<file path="config.mk">
export PLATFORM = sky130hd
export DESIGN_NAME = mem_arbiter
export DESIGN_NICKNAME = d
export VERILOG_FILES = /design/src/rtl/mem_arbiter.sv
export SDC_FILE = /design/constraint.sdc
export NUM_CORES = 1
export LEC_CHECK = 0
export ABC_AREA = 1
export CORE_UTILIZATION = 46
export DETAILED_ROUTE_END_ITERATION = 10
export GPL_TIMING_DRIVEN = 0
export PLACE_DENSITY = 0.82
export SYNTH_ARGS = -nofsm -noshare
export SYNTH_HDL_FRONTEND = slang
export SYNTH_SLANG_ARGS = --single-unit
</file>
<file path="constraint.sdc">
create_clock -name clk -period 3.3 [get_ports clk]
set_input_delay 0.33 -clock clk [delete_from_list [all_inputs] [get_ports clk]]
set_output_delay 0.33 -clock clk [all_outputs]
set_load 0.02 [all_outputs]
</file>
<file path="src/rtl/mem_arbiter.sv">
// Arbitrates one single-port memory between instruction fetch (IF) and the data cache (DC).
// Data wins by default; a streak counter hands fetch the slot after MAX_D_STREAK contested data grants.
module mem_arbiter #(
   parameter int ADDR_W       = 16,
   parameter int DATA_W       = 16,
   parameter int MAX_D_STREAK = 4
) (
   input  logic              clk,
   input  logic              n_rst,
   input  logic              if_req,
   input  logic [ADDR_W-1:0] if_addr,
   input  logic              if_flush,
   output logic              if_ack,
   output logic [DATA_W-1:0] if_rdata,
   input  logic              dc_req,
   input  logic              dc_we,
   input  logic [ADDR_W-1:0] dc_addr,
   input  logic [DATA_W-1:0] dc_wdata,
   output logic              dc_ack,
   output logic [DATA_W-1:0] dc_rdata,
   output logic              mem_req,
   output logic              mem_we,
   output logic [ADDR_W-1:0] mem_addr,
   output logic [DATA_W-1:0] mem_wdata,
   input  logic              mem_ready,
   input  logic [DATA_W-1:0] mem_rdata,
   output logic              busy
);

   localparam int SW = $clog2(MAX_D_STREAK + 1);

   localparam logic [1:0] IDLE  = 2'd0;
   localparam logic [1:0] GNT_I = 2'd1;
   localparam logic [1:0] GNT_D = 2'd2;
   localparam logic [1:0] DRAIN = 2'd3;

   typedef struct packed {
      logic              we;
      logic [ADDR_W-1:0] addr;
      logic [DATA_W-1:0] wdata;
   } mem_cmd_t;

   logic [1:0]    state;
   logic [SW-1:0] d_streak;
   mem_cmd_t      cmd;
   logic          i_ok;
   logic          streak_full;
   logic          gnt_d;
   logic          gnt_i;

   // Fetch is masked while flushing and in its own ack cycle (req still high for the finished word).
   // dc_req stays eligible in its ack cycle so the cache can stream back-to-back accesses.
   always_comb begin
      i_ok        = if_req && !if_flush && !if_ack;
      streak_full = (d_streak == SW'(MAX_D_STREAK));
      gnt_d       = (state == IDLE) && dc_req && !(i_ok && streak_full);
      gnt_i       = (state == IDLE) && i_ok && !gnt_d;
   end

   assign busy      = (state != IDLE);
   assign mem_req   = busy;
   assign mem_we    = cmd.we;
   assign mem_addr  = cmd.addr;
   assign mem_wdata = cmd.wdata;

   always_ff @(posedge clk or negedge n_rst) begin
      if (!n_rst) begin
         state    <= IDLE;
         d_streak <= '0;
         cmd      <= '0;
         if_ack   <= 1'b0;
         dc_ack   <= 1'b0;
         if_rdata <= '0;
         dc_rdata <= '0;
      end else begin
         if_ack <= 1'b0;
         dc_ack <= 1'b0;
         case (state)
            IDLE: begin
               if (gnt_d) begin
                  state <= GNT_D;
                  cmd   <= '{we: dc_we, addr: dc_addr, wdata: dc_wdata};
                  // Streak counts raw if_req so a masked fetch still sees the limit approach
                  if (!if_req)
                     d_streak <= '0;
                  else if (!streak_full)
                     d_streak <= d_streak + SW'(1);
               end else if (gnt_i) begin
                  state    <= GNT_I;
                  cmd      <= '{we: 1'b0, addr: if_addr, wdata: '0};
                  d_streak <= '0;
               end
            end
            GNT_I: begin
               if (mem_ready) begin
                  state <= IDLE;
                  if (!if_flush) begin
                     if_ack   <= 1'b1;
                     if_rdata <= mem_rdata;
                  end
               end else if (if_flush) begin
                  state <= DRAIN;
               end
            end
            GNT_D: begin
               if (mem_ready) begin
                  state  <= IDLE;
                  dc_ack <= 1'b1;
                  if (!cmd.we)
                     dc_rdata <= mem_rdata;
               end
            end
            default: begin
               if (mem_ready)
                  state <= IDLE;
            end
         endcase
      end
   end

endmodule

</file>
Word level (Yosys, flattened, before mapping)
Index checks and enable logic that the tools add are counted.
{ "totals": {"ff_bits": 72, "elab_cells": 55} }
{ "op_classes": {"addsub": 1, "n_mux": 17, "bitwise_logic": 2, "eq_ne": 6, "reduce_logical": 20} }
{ "ops": {"columns": ["op", "n"], "rows": [
  ["$mux W33", 2],
  ["$mux W3", 4],
  ["$reduce_and A3 Y1", 4],
  ["$mux W2", 5],
  ["$ne A3 B3 Y1 const B", 3],
  ["$logic_and A1 B1 Y1", 7],
  ["$mux W1", 5],
  ["$logic_not A1 Y1", 4],
  ["$pmux W2 S2", 1],
  ["$reduce_bool A2 Y1", 2],
  ["$add A3 B1 Y3 const B", 1],
  ["$eq A3 B3 Y1 const B", 1],
  ["$reduce_bool A3 Y1", 1],
  ["$eq A2 B1 Y1 const B", 1],
  ["$eq A2 B2 Y1 const B", 1],
  ["$logic_not A2 Y1", 1],
  ["$not A1 Y1", 2],
  ["$reduce_and A2 Y1", 1]
]} }

Logic depth before layout (Yosys ltp)
{ "depth": {"depth_word": 11, "ltp_mapped": 11, "mapped_depth_nobuf": 10} }

Least setup slack after synthesis
No wires, ideal clock.
{ "synth_timing": {"kind": "register to register", "startpoint": "register d_streak[0]", "endpoint": "register cmd (netlist bit mem_addr[15])", "path_slack_ns": 1.947, "n_path_buf": 1, "setup_time_ns": 0.117, "t_arrival_ns": 1.237, "required_ns": 3.183, "path_stages_with_launch": 12, "synth_period_minus_slack_ns": 1.353, "cell_sequence": "dfrtp_1 inv_1 ha_1 nand2_1 inv_1 nand3_2 nand2_2 nand2_2 inv_4 buf_12 nand2_2 nand2_1"} }
{ "synth_via": {"elab_chain_len": 8} }
{ "synth_rtl": {"columns": ["item", "line", "source"], "rows": [
  ["start: declaration", "44", "logic [SW-1:0] d_streak;"],
  ["start signal: assignment", "87", "d_streak <= d_streak + SW'(1);"],
  ["$eq A3 B3 Y1 (*)", "55", "streak_full = (d_streak == SW'(MAX_D_STREAK));"],
  ["$logic_and A1 B1 Y1 (*)", "56", "gnt_d = (state == IDLE) && dc_req && !(i_ok && streak_full);"],
  ["$logic_not A1 Y1 (*)", "56", null],
  ["$logic_and A1 B1 Y1 (*)", "56", null],
  ["$logic_not A1 Y1", "57", "gnt_i = (state == IDLE) && i_ok && !gnt_d;"],
  ["$logic_and A1 B1 Y1", "57", null],
  ["$reduce_bool A2 Y1 (no source line)", null, null],
  ["$reduce_and A2 Y1 (no source line)", null, null],
  ["end signal: assignment", "82", "cmd <= '{we: dc_we, addr: dc_addr, wdata: dc_wdata};"],
  ["end signal: assignment", "90", "cmd <= '{we: 1'b0, addr: if_addr, wdata: '0};"],
  ["end: declaration", "45", "mem_cmd_t cmd;"]
]} }
Mark *: on every way between the ends. The rest lies on a longest branch, timed or not.
A chain may end at the register's enable or synchronous reset.

Worst setup path in the final report
{ "layout_timing": {"startpoint": "register state[0]", "endpoint": "output mem_req"} }
{ "layout_via": {"elab_chain_len": 1} }
{ "layout_rtl": {"columns": ["item", "line", "source"], "rows": [
  ["start: declaration", "43", "logic [1:0] state;"],
  ["start signal: assignment", "68", "state <= IDLE;"],
  ["start signal: assignment", "81", "state <= GNT_D;"],
  ["start signal: assignment", "89", "state <= GNT_I;"],
  ["$reduce_bool A2 Y1", "60", "assign busy = (state != IDLE);"],
  ["end: declaration", "21", "output logic mem_req,"]
]} }
Every way passes these cells.

==> summary.md <==
| Metric | Value |
|---|---|
| Number of buffers on the longest clock path | 2 |
| DPL Wire Length | approximately 6500 um |
| Leakage power total | 2.56 nW |
| Combinational group share of total power | 0.512 |
| Via count of the first global-routing pass | ~3000 |
| Die Outline Area | approximately 7600 um2 |
| Critical path capture point type | output pin |
| Fill cells | 561 |
| Number of flip-flops and latches in the synthesized netlist | 72 |
| Remaining number of nets flagged by the antenna check after routing | 0 |
| Number of vias after detailed routing | around 3000 |
| Number of distinct library cells after synthesis | 24 |
| CP cell instances | nor2_4 > inv_1 > buf_4 > clkdlybuf4s50_1 |
| Number of rows created at floorplan | 30 |
| Number of max-cap violations | 0 |
| Core Util, Final | 0.734 |
| CTS tree | yes |
| Mapped Cells | about 390 |
| Relative slew slack | 0.398 |
| Part of the cycle the worst path needs | 0.639 |
| Initial antenna violation count | 0 |
| Top cell type's share of synthesized area | 0.539 |
| Die Y | 87.2 um |
| Sw power | between 1.5 and 2 mW |
| Wire length of the first global-routing pass | around 14000 um |
| DRC violation count after routing | 0 |
| Final-report hold violation count | 0 |
| Starting density of the core | 0.484 |
| Highest-count cells in the layout ignoring fill and taps | sky130_fd_sc_hd__nand2_1, sky130_fd_sc_hd__clkdlybuf4s50_1, sky130_fd_sc_hd__dfrtp_1 |
| Min Hold Slack | 0.111 ns |
| Clock Latency Late Sink | roughly 0.34 ns |
| CTS root buffer | sky130_fd_sc_hd__clkbuf_8 |
| Number of vias per cell after detailed routing | 4.69 |
| Maximum net fanout on the critical path | 5 |
| All-layer global routing usage | 0.247 |
| Category of the critical setup timing path | reg2out |
| Internal portion of total power | between 2 and 3 mW |
| Number of buffers inserted during clock tree synthesis | 9 |
| Final estimated routing congestion in global placement | slightly below 0.8 |
| Worst path arrival time | between 1.5 and 2 ns |
| Seq/Total Area, Yosys | 0.539 |
| Hold-fix buffers, CTS | 0 |
| Worst-case vdd ir drop | about 0.54 mV |
| Floorplan Core Area | roughly 7000 um2 |
| Clock input transition at the sequential cells of the worst setup and hold paths | ~0.07 ns |
| Unrepaired setup endpoints after global routing | no |
| Ratio of cells with drive above 1 in the final layout | 0.130 |
| Pin count of the biggest net entering global routing | 73 |
| Switching Share | 0.401 |
| Total nets after synthesis | between 400 and 500 |
| Number of buffer and inverter instances along the worst setup path | 3 |
| Actual transition at the worst max-transition pin | about 0.90 ns |
| Detailed-route wire length | 8950 um |
| Req. time, crit path | 2.97 ns |
| Power Density | between 900 and 1000 nW/um2 |
| Synth warn | 0 |
| Largest stage delay, worst path | about 0.52 ns |
| Final number of setup-violating endpoints | 0 |
| Starting DRC count in detailed routing | approximately 120 |
| Total number of clock tree sinks | 72 |
| Count of TritonRoute iterations in the first routing pass | 5 |
| Wire length per cell | between 10 and 15 um |
| CP max-delay cell | sky130_fd_sc_hd__clkdlybuf4s50_1 |
| Horizontal die dimension | 87.2 um |
| Mean Syn Cell Area | around 8.5 um2 |
| Post-synthesis cell area | about 3300 um2 |
| Antenna diode count | 0 |
| Highest attainable clock frequency | 475 MHz |
| Count of pins on the block boundary | 140 |
| Post-synth top area cell | sky130_fd_sc_hd__dfrtp_1 |
| Critical path launch point type | flip-flop |
| CTS resizes | 0 |
| Top area cells in the synthesized netlist | sky130_fd_sc_hd__dfrtp_1, sky130_fd_sc_hd__nand2_1, sky130_fd_sc_hd__inv_1, sky130_fd_sc_hd__o21ai_0, sky130_fd_sc_hd__o21ai_2 |
| Number of levels in the clock H-tree | 3 |
| Seq pwr share | 0.325 |
| CP top delay family | buffers and inverters |
| Clock power share | 0.163 |
| Setup clock skew after layout | 0.00681 ns |
| Most common cell after layout, fill and taps aside | sky130_fd_sc_hd__nand2_1 |
| Path category of the worst min-delay check | in2async |
| Layout-stage area growth over the synthesis result | 51.7% |
| Final slew viol count | 0 |
| Port Buf Inserts | approximately 140 |
| Post-layout min period | ~2.1 ns |
| Setup fix buffers added after clock tree synthesis | 0 |
| GR Overflow Total | 0 |
| Net count reported at finish | between 600 and 700 |
| Result of the run | finished clean |
==> sequential cells by signal, indices dropped and copies added (netlist names) <==
| register | flops |
|---|---|
| dc_rdata | 16 |
| if_rdata | 16 |
| mem_addr | 16 |
| mem_wdata | 16 |
| d_streak | 3 |
| state | 2 |
| dc_ack | 1 |
| if_ack | 1 |
| mem_we | 1 |
==> metrics by stage <==
stage,setup slack (ns),instance area [um2],setup TNS [ns],total power [mW],cells
after floorplan,1.95,3340,0,2.80,393
after global placement,-0.570,4850,-40.66,3.86,628
after detailed placement,1.42,4850,0,3.94,628
after CTS,1.16,5070,0,4.73,644
after global routing,1.10,5070,0,4.99,644
final,1.19,5070,0,4.69,644
==> synthesized netlist by cell type, drive strengths merged <==
cell    instances
nand2         166
dfrtp          72
inv            65
o21ai          51
buf            15
nand3          11
nor2            6
ha              2
nand4           2
clkbuf          1
nor3            1
or2             1
==> kinds of logic after synthesis <==
group / share of synthesized area
and+or+nand+nor: 0.245
DFF: 0.539
buffers and inverters: 0.119
AOI/OAI and AO/OA: 0.0899
adders and majority gates: 0.00749
==> path summary, 6_finish.rpt <==
check                       startpoint      endpoint  slack [ns]  depth (start not counted)
setup reg to reg           d_streak[0]  mem_addr[15]        1.71                         10
hold / removal                   n_rst  mem_addr[11]        0.11                          1
min in group clk           mem_addr[5]   mem_addr[5]        0.47                          2
hold reg to reg            mem_addr[5]   mem_addr[5]        0.47                          2
setup / recovery              state[0]       mem_req        1.19                          4
max in group asynchronous        n_rst        if_ack        2.60                          1
==> layer usage <==
metal | GRT usage | part of all wire
met2 | 0.422 | 0.47
met5 | 0 | 0
met4 | 0.0820 | 0.0092
met3 | 0.0891 | 0.11
met1 | 0.289 | 0.40
==> power groups by stage <==
stage          Clock [mW]  Combinational [mW]  Sequential [mW]
2_1_floorplan           0               0.828             1.97
3_3_place_gp            0                2.35             1.51
3_5_place_dp            0                2.41             1.53
4_1_cts             0.783                2.43             1.52
5_1_grt             0.825                2.60             1.57
6_report            0.764                2.40             1.52
==> final cells by class <==
| cell class | instances | area [um2] | area share |
|---|---|---|---|
| clock buffer | 9 | 124 | 0.0244 |
| timing repair buffer | 139 | 1390 | 0.274 |
| tap | 96 | 120 | 0.0237 |
| clock inverter | 7 | 95.1 | 0.0188 |
| buffer | 16 | 150 | 0.0296 |
| sequential | 72 | 1800 | 0.355 |
| inverter | 65 | 246 | 0.0486 |
| multi-input combinational | 240 | 1140 | 0.225 |
Power figures use the tool's default switching activity.
